===== src/rtl/cnt_pkg.sv =====
// Shared constants and helpers for the up/down modulo counter family.
package cnt_pkg;

  // Range-end behaviour selectors for the SATURATE parameter
  localparam int CNT_WRAP = 0;
  localparam int CNT_SAT  = 1;

  // Clamp a value into 0..mod-1; values at or above mod become mod-1
  function automatic logic [31:0] clamp_mod(input logic [31:0] val, input logic [31:0] mod);
    logic [31:0] res;
    if (val >= mod) begin
      res = mod - 32'd1;
    end else begin
      res = val;
    end
    return res;
  endfunction

endpackage


===== src/rtl/cnt_next_val.sv =====
// Combinational next-count and range-end detect for the modulo counter.
// Arithmetic is done one bit wider than the count so that MODULUS < 2**WIDTH
// never aliases through a natural binary overflow.
module cnt_next_val
  import cnt_pkg::*;
#(
  parameter int WIDTH    = 4,
  parameter int MODULUS  = 16,
  parameter int SATURATE = CNT_WRAP
) (
  input  logic [WIDTH-1:0] i_q,
  input  logic             i_up,
  output logic [WIDTH-1:0] o_q_next,
  output logic             o_at_end
);

  localparam logic [WIDTH:0] LAST_EXT = (WIDTH+1)'(MODULUS - 1);
  localparam logic [WIDTH:0] ONE_EXT  = (WIDTH+1)'(1);
  localparam logic [WIDTH:0] ZERO_EXT = (WIDTH+1)'(0);

  logic [WIDTH:0] w_q_ext;
  logic [WIDTH:0] w_nxt_ext;
  logic           w_at_end;

  assign w_q_ext = {1'b0, i_q};

  // Step one place in the requested direction, wrapping or holding at the range ends
  always_comb begin
    w_at_end  = 1'b0;
    w_nxt_ext = w_q_ext;
    if (i_up) begin
      w_at_end = (w_q_ext == LAST_EXT);
      if (!w_at_end) begin
        w_nxt_ext = w_q_ext + ONE_EXT;
      end else if (SATURATE == CNT_SAT) begin
        w_nxt_ext = w_q_ext;
      end else begin
        w_nxt_ext = ZERO_EXT;
      end
    end else begin
      w_at_end = (w_q_ext == ZERO_EXT);
      if (!w_at_end) begin
        w_nxt_ext = w_q_ext - ONE_EXT;
      end else if (SATURATE == CNT_SAT) begin
        w_nxt_ext = w_q_ext;
      end else begin
        w_nxt_ext = LAST_EXT;
      end
    end
  end

  assign o_q_next = WIDTH'(w_nxt_ext);
  assign o_at_end = w_at_end;

endmodule


===== src/rtl/updown_mod_counter.sv =====
// Synchronous parametrised up/down modulo-N counter with load, clear,
// wrap/saturate mode, terminal count, wrap pulse and sticky overflow.
module updown_mod_counter
  import cnt_pkg::*;
#(
  parameter int WIDTH     = 4,
  parameter int MODULUS   = 16,
  parameter int SATURATE  = CNT_WRAP,
  parameter int RESET_VAL = 0
) (
  input  logic             clk,
  input  logic             rst,
  input  logic             clr,
  input  logic             load,
  input  logic [WIDTH-1:0] load_val,
  input  logic             en,
  input  logic             up,
  input  logic             ovf_clr,
  output logic [WIDTH-1:0] q,
  output logic             tc,
  output logic             wrap,
  output logic             ovf
);

  // Reject impossible configurations while elaborating
  if (WIDTH < 1) begin : g_bad_width
    $error("updown_mod_counter: WIDTH must be >= 1");
  end
  if ((MODULUS < 2) || (longint'(MODULUS) > (longint'(1) << WIDTH))) begin : g_bad_mod
    $error("updown_mod_counter: MODULUS must lie in 2..2**WIDTH");
  end
  if ((RESET_VAL < 0) || (RESET_VAL >= MODULUS)) begin : g_bad_rst
    $error("updown_mod_counter: RESET_VAL must be below MODULUS");
  end
  if ((SATURATE != CNT_WRAP) && (SATURATE != CNT_SAT)) begin : g_bad_sat
    $error("updown_mod_counter: SATURATE must be 0 or 1");
  end

  localparam logic [WIDTH-1:0] RST_Q     = WIDTH'(RESET_VAL);
  localparam logic             WRAP_MODE = (SATURATE == CNT_WRAP) ? 1'b1 : 1'b0;

  logic [WIDTH-1:0] r_q;
  logic             r_wrap;
  logic             r_ovf;

  logic [WIDTH-1:0] w_q_next;
  logic             w_at_end;
  logic [WIDTH-1:0] w_load_q;
  logic             w_tc;
  logic [WIDTH-1:0] w_q_d;
  logic             w_wrap_d;
  logic             w_ovf_d;

  cnt_next_val #(
    .WIDTH   (WIDTH),
    .MODULUS (MODULUS),
    .SATURATE(SATURATE)
  ) u_next (
    .i_q     (r_q),
    .i_up    (up),
    .o_q_next(w_q_next),
    .o_at_end(w_at_end)
  );

  // Out-of-range load data lands on the top of the count range
  assign w_load_q = WIDTH'(clamp_mod(32'(load_val), 32'(MODULUS)));

  // A count edge that would step past a range end this cycle
  assign w_tc = en & ~clr & ~load & w_at_end;

  // Priority mux: clear beats load beats count; idle holds and drops the wrap pulse
  always_comb begin
    w_q_d    = r_q;
    w_wrap_d = 1'b0;
    if (clr) begin
      w_q_d = RST_Q;
    end else if (load) begin
      w_q_d = w_load_q;
    end else if (en) begin
      w_q_d    = w_q_next;
      w_wrap_d = w_at_end & WRAP_MODE;
    end else begin
      w_q_d = r_q;
    end
  end

  // Sticky overflow: clear wins outright, a range-end hit beats ovf_clr
  always_comb begin
    w_ovf_d = r_ovf;
    if (clr) begin
      w_ovf_d = 1'b0;
    end else if (w_tc) begin
      w_ovf_d = 1'b1;
    end else if (ovf_clr) begin
      w_ovf_d = 1'b0;
    end else begin
      w_ovf_d = r_ovf;
    end
  end

  // State registers with asynchronous reset to the configured start value
  always_ff @(posedge clk or posedge rst) begin
    if (rst) begin
      r_q    <= RST_Q;
      r_wrap <= 1'b0;
      r_ovf  <= 1'b0;
    end else begin
      r_q    <= w_q_d;
      r_wrap <= w_wrap_d;
      r_ovf  <= w_ovf_d;
    end
  end

  assign q    = r_q;
  assign tc   = w_tc;
  assign wrap = r_wrap;
  assign ovf  = r_ovf;

endmodule

===== config.mk =====
export PLATFORM = sky130hd
export DESIGN_NAME = updown_mod_counter
export DESIGN_NICKNAME = d
export VERILOG_FILES = /design/src/rtl/cnt_pkg.sv /design/src/rtl/cnt_next_val.sv /design/src/rtl/updown_mod_counter.sv
export SDC_FILE = /design/constraint.sdc
export NUM_CORES = 1
export LEC_CHECK = 0
export CORE_AREA = 2 2 39 41
export DETAILED_ROUTE_END_ITERATION = 8
export DIE_AREA = 0 0 41 43
export HOLD_SLACK_MARGIN = 0.02
export PLACE_DENSITY_LB_ADDON = 0.15
export SLEW_MARGIN = 20
export SYNTH_ARGS = -nofsm -noshare
export SYNTH_HDL_FRONTEND = slang
export SYNTH_HIERARCHICAL = 1
export SYNTH_SLANG_ARGS = --single-unit

===== constraint.sdc =====
create_clock -name clk -period 2.2 [get_ports clk]
set_input_delay 0.22 -clock clk [delete_from_list [all_inputs] [get_ports clk]]
set_output_delay 0.22 -clock clk [all_outputs]
set_load 0.02 [all_outputs]

# Word-level counts from Yosys, hierarchy flattened
# Cells that the tools add are included.
# classes
n_addsub	2
eq_ne	1
mux	13
n_bitwise	5
n_reduce_logical	3
# ops
operator	count
2-to-1 mux 4 bit	6
2-to-1 mux 1 bit	7
nonzero test 3 bit	2
logical NOT 5 bit	1
adder 4 x 1 -> 4 bit (second input constant)	1
equality test 4 bit (second input constant)	1
subtractor 4 x 1 -> 4 bit (second input constant)	1
bitwise AND 1 bit	3
inverter 1 bit	2
# totals
reg_bits	6
inputBits	11
out_inout_bits	7
wordCells	27

# Depth between registers and ports, before layout
# Gate-level depths: netlist of the first run.
# logic_depth
word_depth	6
depth_mapped	7
mapped_depth_nobuf	7

# Hierarchy
# Netlist of the first run, hierarchy kept.
# by_module_without_submodules
mod	n_inst	cells_each	area_each_um2
updown_mod_counter	1	26	290.3
cnt_next_val	1	23	152.6

# Least setup slack after synthesis of the first run
# Ideal clock, no wire load.
# synth_timing
path_type	reg-to-reg
startpoint	register r_q[2] (netlist: q[2])
endpoint	register r_q[3] (netlist: q[3])
setup_time_ns	0.094
arrival_ns	1.536
slack_ns	0.570
path_stages_with_launch	6
n_path_buf	0
cell_sequence	dfrtp_1 inv_2 or4_1 a31oi_1 mux2i_1 a211oi_1
# synth_via
elab_chain_cells	6
# synth_lines
element	line_no	rtl
start, declared	updown_mod_counter.sv:42	logic [WIDTH-1:0] r_q;
start signal, assigned	updown_mod_counter.sv:108	r_q <= w_q_d;
subtractor 4 x 1 -> 4 bit (tied with other cells)	cnt_next_val.sv:43	w_nxt_ext = w_q_ext - ONE_EXT;
2-to-1 mux 4 bit (on tied branches)	cnt_next_val.sv:42, cnt_next_val.sv:33	
2-to-1 mux 4 bit (*)	cnt_next_val.sv:31	if (i_up) begin
net w_q_next[3]	updown_mod_counter.sv:46	logic [WIDTH-1:0] w_q_next;
2-to-1 mux 4 bit (*)	updown_mod_counter.sv:79	end else if (en) begin
2-to-1 mux 4 bit (*)	updown_mod_counter.sv:77	end else if (load) begin
2-to-1 mux 4 bit (*)	updown_mod_counter.sv:75	if (clr) begin
# The timed path passes the listed nets; every way through them passes the cells marked *. The select of a mux whose other input is x is not followed.
# A chain may end at the register's enable or synchronous reset.

# Final worst setup path of the first run
# layout_timing
startpoint	register r_q[1] (netlist: q[1])
endpoint	output tc
# layout_via
elab_chain_cells	3
# layout_lines
element	line_no	rtl
equality test 4 bit / logical NOT 5 bit (equally long branches)	cnt_next_val.sv:32, cnt_next_val.sv:41	
2-to-1 mux 1 bit (*)	cnt_next_val.sv:31	
net w_at_end	updown_mod_counter.sv:47	logic w_at_end;
bitwise AND 1 bit (*)	updown_mod_counter.sv:69	assign w_tc = en & ~clr & ~load & w_at_end;
end, declared	updown_mod_counter.sv:20	output logic tc,
# The timed path passes the listed nets; every way through them passes the cells marked *.

==> out/qor_table.md, run 1 <==
| Stage | Quantity | Reported |
|---|---|---|
| detailed routing | Number of detailed-routing iterations run before antenna repair | 4 |
| detailed routing | Antenna Nets Post-Route | 0 |
| worst setup path | Worst reg-to-reg path cell count | 5 |
| finish | Utilization after layout | 48.37% |
| finish | Final cell count without fillers | 87 |
| detailed routing | Avg WL per Cell | 11.05 um |
| timing | Final clock period utilization by the worst path | 89.19% |
| clock tree | Max H-tree Level | 1 |
| worst setup path | CP Max Fanout | 7 |
| yosys | Mapped Nets | 62 |
| timing | Setup total negative slack | 0 ns |
| global route | Leftover overflow at the end of global routing | 0 |
| yosys | Mapped cell area | 442.9 um^2 |
| worst setup path | Worst setup SP type | register |
| timing | Final hold violation count | 0 |
| timing | Post-layout worst setup margin | 0.2378 ns |
| place | Worst slack at placement | 0.1212 ns |
| clock tree | Post-CTS repair timing setup buffer count | 0 |
| timing | Post-Route Skew | 0.001451 ns |
| global route | Antenna violations before repair | 0 |
| finish | Most used cells in the layout excluding fill and tap cells | sky130_fd_sc_hd__clkdlybuf4s50_1 (16), sky130_fd_sc_hd__mux2i_1 (6), sky130_fd_sc_hd__dfrtp_1 (6) |
| floorplan | Die width | 41 um |
| timing | Final-report max-slew violation count | 0 |
| clock tree | PostCTS Resize Cnt | 1 |
| timing | Tightest slew margin relative to the limit | 83.68% |
| clock tree | Sink count of the clock tree | 6 |
| floorplan | IO Pins | 18 |
| finish | Count of nets after finishing | 86 |
| detailed routing | Count of routing violations after the opening detailed-route iteration | 4 |
| yosys | Number of instances in the synthesized netlist | 49 |
| timing | Final critical path time including I/O delays and setup | 1.962 ns |
| detailed routing | # DRC | 0 |
| power and ir drop | Power density of the placed cells | 507.4 mW/mm^2 |
| floorplan | Die Y-Extent | 43 um |
| clock tree | Number of buffers on the longest clock path | 2 |
| yosys | Share of synthesized area occupied by flip-flops and latches | 33.90% |
| run status | Result of the run | complete, no violations |
| finish | Commonest non-fill, non-tap cell in the layout | sky130_fd_sc_hd__clkdlybuf4s50_1 |
| place | Detailed Place HPWL | 795.2 um |
| run | Number of maximum-capacitance constraint violations | 0 |
| clock tree | CTS tree | done |
| power and ir drop | Max rail drop VDD | 0.0002058 V |
| timing | Fmax | 0.5096 GHz |
| clock tree | CTS root buffer | sky130_fd_sc_hd__clkbuf_4 |
| worst setup path | Setup Crit Path Kind | reg -> out |
| clock tree | Post-CTS Hold Buffers | 0 |
| worst setup path | Data required time of the critical path | 1.98 ns |
| timing | Slew @ Worst Pin | 0.2447 ns |
| clock tree | Clock slew seen by the registers of the worst setup and hold paths | 0.04 ns |
| detailed routing | DRT Wirelength | 961 um |
| global route | Total global-route track usage | 14.82% |
| clock tree | Clk Latency, worst-skew pair | 0.25 ns |
| finish | Final antenna diode count | 0 |
| yosys | Yosys top cell area share | 33.90% |
| floorplan | Total Die Area | 0.001763 mm^2 |
| global route | Wire length of the first global-routing pass | 1690 um |
| detailed routing | Via Count | 427 |
| yosys | Post-Synthesis Mean Instance Area | 9.039 um^2 |
| worst hold path | Tightest Hold Check Type | in -> async |
| finish | Layout cells sized above 1 | 11.27% |
| worst setup path | Sort of element at the end of the critical path | output port |
| floorplan | Initial cell density of the core | 32.01% |
| floorplan | Count of standard-cell rows | 14 |
| yosys | #FFs+latches synth | 6 |
| worst setup path | Critical path arrival | 1.74 ns |
| timing | Setup violations, final | 0 |
| finish | P&R area growth vs syn | 51.13% |
| floorplan | Core region area | 0.001384 mm^2 |
| global route | Via count of the first global-routing pass | 415 |
| yosys | Count of synthesis-stage warnings from yosys | 6 |
| place | Number of placed cells counting well taps | 84 |
| place | Global placement routability congestion | 0.6610 |
| timing | Unrepaired setup endpoints after global routing | false |
| global route | Pin count of the biggest net entering global routing | 9 |
| yosys | Main area contributors after synthesis | sky130_fd_sc_hd__dfrtp_1 (34%), sky130_fd_sc_hd__mux2i_1 (14%), sky130_fd_sc_hd__a211oi_1 (6.8%), sky130_fd_sc_hd__ha_1 (5.6%), sky130_fd_sc_hd__nor2b_1 (5.6%) |
| yosys | Cell type contributing the most total cell area after synthesis | sky130_fd_sc_hd__dfrtp_1 |
| place | Count of buffers from port buffering | 17 |
| yosys | Number of distinct library cells after synthesis | 23 |
| detailed routing | Post-detailed-route via-to-cell ratio | 4.908 |
| power and ir drop | Leakage dissipation | 0.3032 nW |
| clock tree | TritonCTS buffer count | 3 |
path summary, 6_finish.rpt:
kind,endpoint,slack (ns),startpoint
min in group clk,ovf$_DFFE_PP0P_,0.54,ovf$_DFFE_PP0P_
max in group asynchronous,ovf$_DFFE_PP0P_,1.81,rst
min,wrap$_DFF_PP0_,0.19,rst
min reg2reg,ovf$_DFFE_PP0P_,0.54,ovf$_DFFE_PP0P_
max,tc,0.24,q[1]$_DFFE_PP0P_
max reg2reg,q[3]$_DFFE_PP0P_,0.53,q[2]$_DFFE_PP0P_
logic make-up after synthesis:
family	Yosys count	share of synthesized area, %
multiplexers	6	13.56
flip-flops	6	33.90
buffers and inverters	8	8.473
AO/OA/AOI/OAI	11	16.95
adder cells (fa/ha/maj)	2	5.649
AND/OR/NAND/NOR	14	17.52
XOR/XNOR	2	3.956
registers in the layout, indices dropped and copies added (netlist names):
name / cells
q: 4
ovf: 1
wrap: 1
per-stage QoR:
stage / area [um^2] / power [W] / hold WS, ns
final: 669.4 / 0.0003396 / 0.1931
after global routing: 669.4 / 0.0003689 / 0.2042
after CTS: 669.4 / 0.0003468 / 0.2008
after detailed placement: 648.1 / 0.0002402 / 0.4668
after global placement: 648.1 / 0.0002398 / 0.4563
after floorplan: 442.9 / 0.0001913 / 0.01096
synthesized netlist by cell type, drive strengths merged:
library cell	count
dfrtp	6
inv	6
mux2i	6
a211oi	4
nor2b	4
nor2	3
a21oi	2
ha	2
nand3	2
xnor2	2
a221oi	1
a22oi	1
a31oi	1
buf	1
clkbuf	1
nand2	1
nand2b	1
nand3b	1
o21ai	1
o21bai	1
or3	1
or4	1
power breakdown:
| part | total [W] | internal [W] | switching [W] |
|---|---|---|---|
| combinational | 0.000108 | 0.0000609 | 0.0000467 |
| sequential | 0.000129 | 0.000118 | 0.0000117 |
| clock | 0.000103 | 0.0000618 | 0.0000409 |
routing by layer:
metal,track usage [%],part of all wire [%]
met1,17.26,44
met2,20.94,46
met5,0,0
met3,9.424,8.0
met4,6.000,1.8
worst max-delay path, stage by stage (launching register included):
cell                            delay (ns)
sky130_fd_sc_hd__dfrtp_1              0.44
sky130_fd_sc_hd__inv_1                0.10
sky130_fd_sc_hd__ha_1                 0.18
sky130_fd_sc_hd__nand3_1              0.11
sky130_fd_sc_hd__mux2i_1              0.13
sky130_fd_sc_hd__nand3b_1             0.11
sky130_fd_sc_hd__nor2_1               0.09
sky130_fd_sc_hd__dlygate4sd2_1        0.33
cell type report:
class                   count  area (um^2)
fillers                   146        714.4
multi-input cells          35        255.2
repair buffers             21        198.9
flip-flops and latches      6        150.1
clock buffers               3        22.52
inverters                   6        22.52
well taps                  16        20.02
Power figures use the tool's default switching activity.
==> run 2, diff against run 1 <==
--- a/config.mk
+++ b/config.mk
@@ -9,7 +9,6 @@
 export DETAILED_ROUTE_END_ITERATION = 8
 export DIE_AREA = 0 0 41 43
 export HOLD_SLACK_MARGIN = 0.02
-export PLACE_DENSITY_LB_ADDON = 0.15
 export SLEW_MARGIN = 20
 export SYNTH_ARGS = -nofsm -noshare
 export SYNTH_HDL_FRONTEND = slang
==> run 2 against run 1 <==
  * Critical endpoint unchanged
  * Critical path type unchanged
  * Combinational power about the same
  * Global-route usage decreased by 1.1 points
  * Clock skew about the same
  * Largest cell class unchanged
  * First-iteration DRC count increased by 50%
  * Routed wire length increased by 4.4%
  * Count of clock-buffer cells in the layout unchanged
  * Sequential share of layout area increased by 0.38 points
==> out/qor_table.md, run 2 (synthesized netlist as in run 1, its figures left out) <==
| Stage | Quantity | Reported | vs previous |
|---|---|---|---|
| run status | Result of the run | complete, no violations |  |
| clock tree | Max H-tree Level | 1 | unchanged |
| detailed routing | DRT Wirelength | 1003 um | +4.4% |
| finish | Final design area excluding fillers | 658.1 um^2 | -1.7% |
| detailed routing | Avg WL per Cell | 11.66 um | +5.6% |
| power and ir drop | Share of total power in the clock network | 29.1% | -1.1 points |
| power and ir drop | Total net switching power | 0.00009524 W | -4.1% |
| clock tree | Clk Latency, worst-skew pair | 0.24 ns | about the same |
| worst setup path | Worst setup SP type | register |  |
| clock tree | CTS root buffer | sky130_fd_sc_hd__clkbuf_4 |  |
| clock tree | Post-CTS Hold Buffers | 0 | unchanged |
| timing | Tightest slew margin relative to the limit | 83.36% | -0.32 points |
| finish | Most used cells in the layout excluding fill and tap cells | sky130_fd_sc_hd__clkdlybuf4s50_1 (16), sky130_fd_sc_hd__mux2i_1 (6), sky130_fd_sc_hd__dfrtp_1 (6) |  |
| worst setup path | Slowest cell on the critical path | sky130_fd_sc_hd__dfrtp_1 |  |
| detailed routing | # DRC | 0 | unchanged |
| timing | Final critical path time including I/O delays and setup | 1.887 ns | -0.07488 ns |
| power and ir drop | Power density of the placed cells | 508.6 mW/mm^2 | +0.24% |
| timing | Slew @ Worst Pin | 0.2496 ns | +0.004822 ns |
| floorplan | Die Y-Extent | 43 um | unchanged |
| detailed routing | Post-detailed-route via-to-cell ratio | 5.035 | +2.6% |
| finish | Count of nets after finishing | 85 | -1.2% |
| power and ir drop | Leakage dissipation | 0.2955 nW | -2.5% |
| timing | Post-Route Skew | 0.001201 ns | -0.0002496 ns |
| power and ir drop | Portion of total power attributed to sequential cells | 39.0% | +0.9 points |
| power and ir drop | Internal power summed over all cells | 0.0002395 W | -0.35% |
| worst setup path | Critical path arrival | 1.67 ns | -0.07 ns |
| floorplan | Total Die Area | 0.001763 mm^2 | unchanged |
| worst hold path | Tightest Hold Check Type | in -> async |  |
| worst setup path | Setup Crit Path Kind | reg -> out |  |
| timing | Final hold violation count | 0 | unchanged |
| place | Placed Area | 640.6 um^2 | -1.2% |
| worst setup path | Data required time of the critical path | 1.98 ns | about the same |
| finish | Layout cells sized above 1 | 11.43% | +0.16 points |
| worst setup path | Cell breakdown of the critical path | inv_1, ha_1, nand3_1, mux2i_1, nand3b_1, nor2_1, clkbuf_2 |  |
| global route | Via count of the first global-routing pass | 385 | -7.2% |
| floorplan | IO Pins | 18 | unchanged |
| finish | Commonest non-fill, non-tap cell in the layout | sky130_fd_sc_hd__clkdlybuf4s50_1 |  |
| global route | Antenna violations before repair | 0 | unchanged |
| clock tree | Number of buffers on the longest clock path | 2 | unchanged |
| power and ir drop | Max rail drop VDD | 0.0002413 V | +17% |
| place | Count of buffers from port buffering | 17 | unchanged |
| place | Global placement routability congestion | 0.7526 | +14% |
| global route | Leftover overflow at the end of global routing | 0 | unchanged |
| worst setup path | CP Max Fanout | 6 | -1 |
| floorplan | Initial cell density of the core | 32.01% | unchanged |
| worst setup path | Buffering stage count on the worst path with inverters included | 2 | unchanged |
| worst setup path | Sort of element at the end of the critical path | output port |  |
| finish | P&R area growth vs syn | 48.59% |  |
| timing | Setup total negative slack | 0 ns | unchanged |
| finish | Filler Cell Count | 149 | +2.1% |
| worst setup path | Worst reg-to-reg path cell count | 5 | unchanged |
| timing | Final clock period utilization by the worst path | 85.79% | -3.4 points |
| global route | Wire length of the first global-routing pass | 1573 um | -6.9% |
| worst setup path | Gate family responsible for the most delay along the worst path | flip-flops |  |
| global route | Pin count of the biggest net entering global routing | 9 | unchanged |
| floorplan | Count of standard-cell rows | 14 | unchanged |
| timing | Fmax | 0.5299 GHz | +4.0% |
| worst setup path | Worst stage delay on the critical path | 0.44 ns | about the same |
| detailed routing | Antenna Nets Post-Route | 0 | unchanged |
| clock tree | CTS tree | done |  |
| clock tree | Clock slew seen by the registers of the worst setup and hold paths | 0.04 ns | about the same |
| power and ir drop | Relative contribution of combinational cells to total power | 31.9% | +0.2 points |
| timing | Setup violations, final | 0 | unchanged |
| worst setup path | Cell count along the critical path | 7 | unchanged |
| detailed routing | Count of routing violations after the opening detailed-route iteration | 6 | +2 |
| finish | Number of flip-flops under the largest register name | 4 | unchanged |
| clock tree | Sink count of the clock tree | 6 | unchanged |
| detailed routing | Via Count | 433 | +1.4% |
| timing | Final-report max-slew violation count | 0 | unchanged |
| global route | Total global-route track usage | 13.74% | -1.1 points |
| floorplan | Core region area | 0.001384 mm^2 | unchanged |
| clock tree | TritonCTS buffer count | 3 | unchanged |
| finish | Final antenna diode count | 0 | unchanged |
| timing | Unrepaired setup endpoints after global routing | false |  |
| power and ir drop | Fraction of power spent switching nets | 28.45% | -0.79 points |
| worst setup path | Crit path capture | tc |  |
| floorplan | Die width | 41 um | unchanged |
| worst setup path | Launching element of the worst setup path | q[0]$_DFFE_PP0P_ |  |
| worst setup path | Reg-to-reg endpoint | q[3]$_DFFE_PP0P_ |  |
| detailed routing | Number of detailed-routing iterations run before antenna repair | 2 | -2 |
| run | Number of maximum-capacitance constraint violations | 0 | unchanged |
| worst setup path | Setup slack, reg-to-reg | 0.57 ns | +0.04 ns |
| worst setup path | Reg2reg start | q[2]$_DFFE_PP0P_ |  |
[run 2: what timing repair did]
item	in CTS	in global routing
endpoints found under the setup margin	1	1
buffers inserted	0	0
gates resized for setup	1	2
endpoints found under the hold margin	0	0
gates cloned	0	0
pin swaps	0	0
[run 2: cell type report]
type	count	area (um^2)	share of cell area, %
inverter	6	22.52	3.422
tap	16	20.02	3.042
clock buffer	3	22.52	3.422
multi-input combinational	35	255.2	38.78
sequential	6	150.1	22.81
timing repair buffer	20	187.7	28.52
[run 2: power groups by stage]
stage,clock network [W],registers (W),logic (W)
after floorplan,0,0.000138,0.0000532
after global placement,0,0.000132,0.000107
after detailed placement,0,0.000133,0.000108
after CTS,0.000104,0.000131,0.000108
after global routing,0.000109,0.000133,0.000116
final,0.0000974,0.000130,0.000107
[run 2: per-stage QoR]
| stage | cells | power [W] | worst slack (ns) | utilization, % | hold WS [ns] |
|---|---|---|---|---|---|
| after floorplan | 49 | 0.0001913 | 0.5702 | - | 0.01096 |
| after global placement | 83 | 0.0002390 | 0.1509 | 46.29 | 0.4511 |
| after detailed placement | 83 | 0.0002405 | 0.1419 | 46.29 | 0.4573 |
| after CTS | 86 | 0.0003428 | 0.1476 | 47.83 | 0.1957 |
| after global routing | 86 | 0.0003572 | 0.1099 | 47.56 | 0.2175 |
| final | 86 | 0.0003347 | 0.3127 | 47.56 | 0.1918 |
[run 2: worst min-delay path by stage]
stage                     start               end  slack (ns)  cells after the start
after CTS                   rst  q[3]$_DFFE_PP0P_        0.20                      2
after floorplan             rst   ovf$_DFFE_PP0P_        0.01                      1
final                       rst  q[3]$_DFFE_PP0P_        0.19                      2
after global routing        rst    wrap$_DFF_PP0_        0.22                      2
after detailed placement    rst  q[3]$_DFFE_PP0P_        0.46                      2
after global placement      rst    wrap$_DFF_PP0_        0.45                      2
[run 2: layer usage]
metal,up-vias,wire length (um),global-route usage (%)
met5,-,0,0
li1,217,-,-
met2,10,523,21.25
met3,0,38,6.283
met1,206,441,15.41
met4,0,0,6.000
==> run 3, diff against run 2 <==
--- a/config.mk
+++ b/config.mk
@@ -9,6 +9,7 @@
 export DETAILED_ROUTE_END_ITERATION = 8
 export DIE_AREA = 0 0 41 43
 export HOLD_SLACK_MARGIN = 0.02
+export SKIP_LAST_GASP = 1
 export SLEW_MARGIN = 20
 export SYNTH_ARGS = -nofsm -noshare
 export SYNTH_HDL_FRONTEND = slang
==> results of run 3 <==
No change in the layout: final DEF, timing and power equal those of run 2.
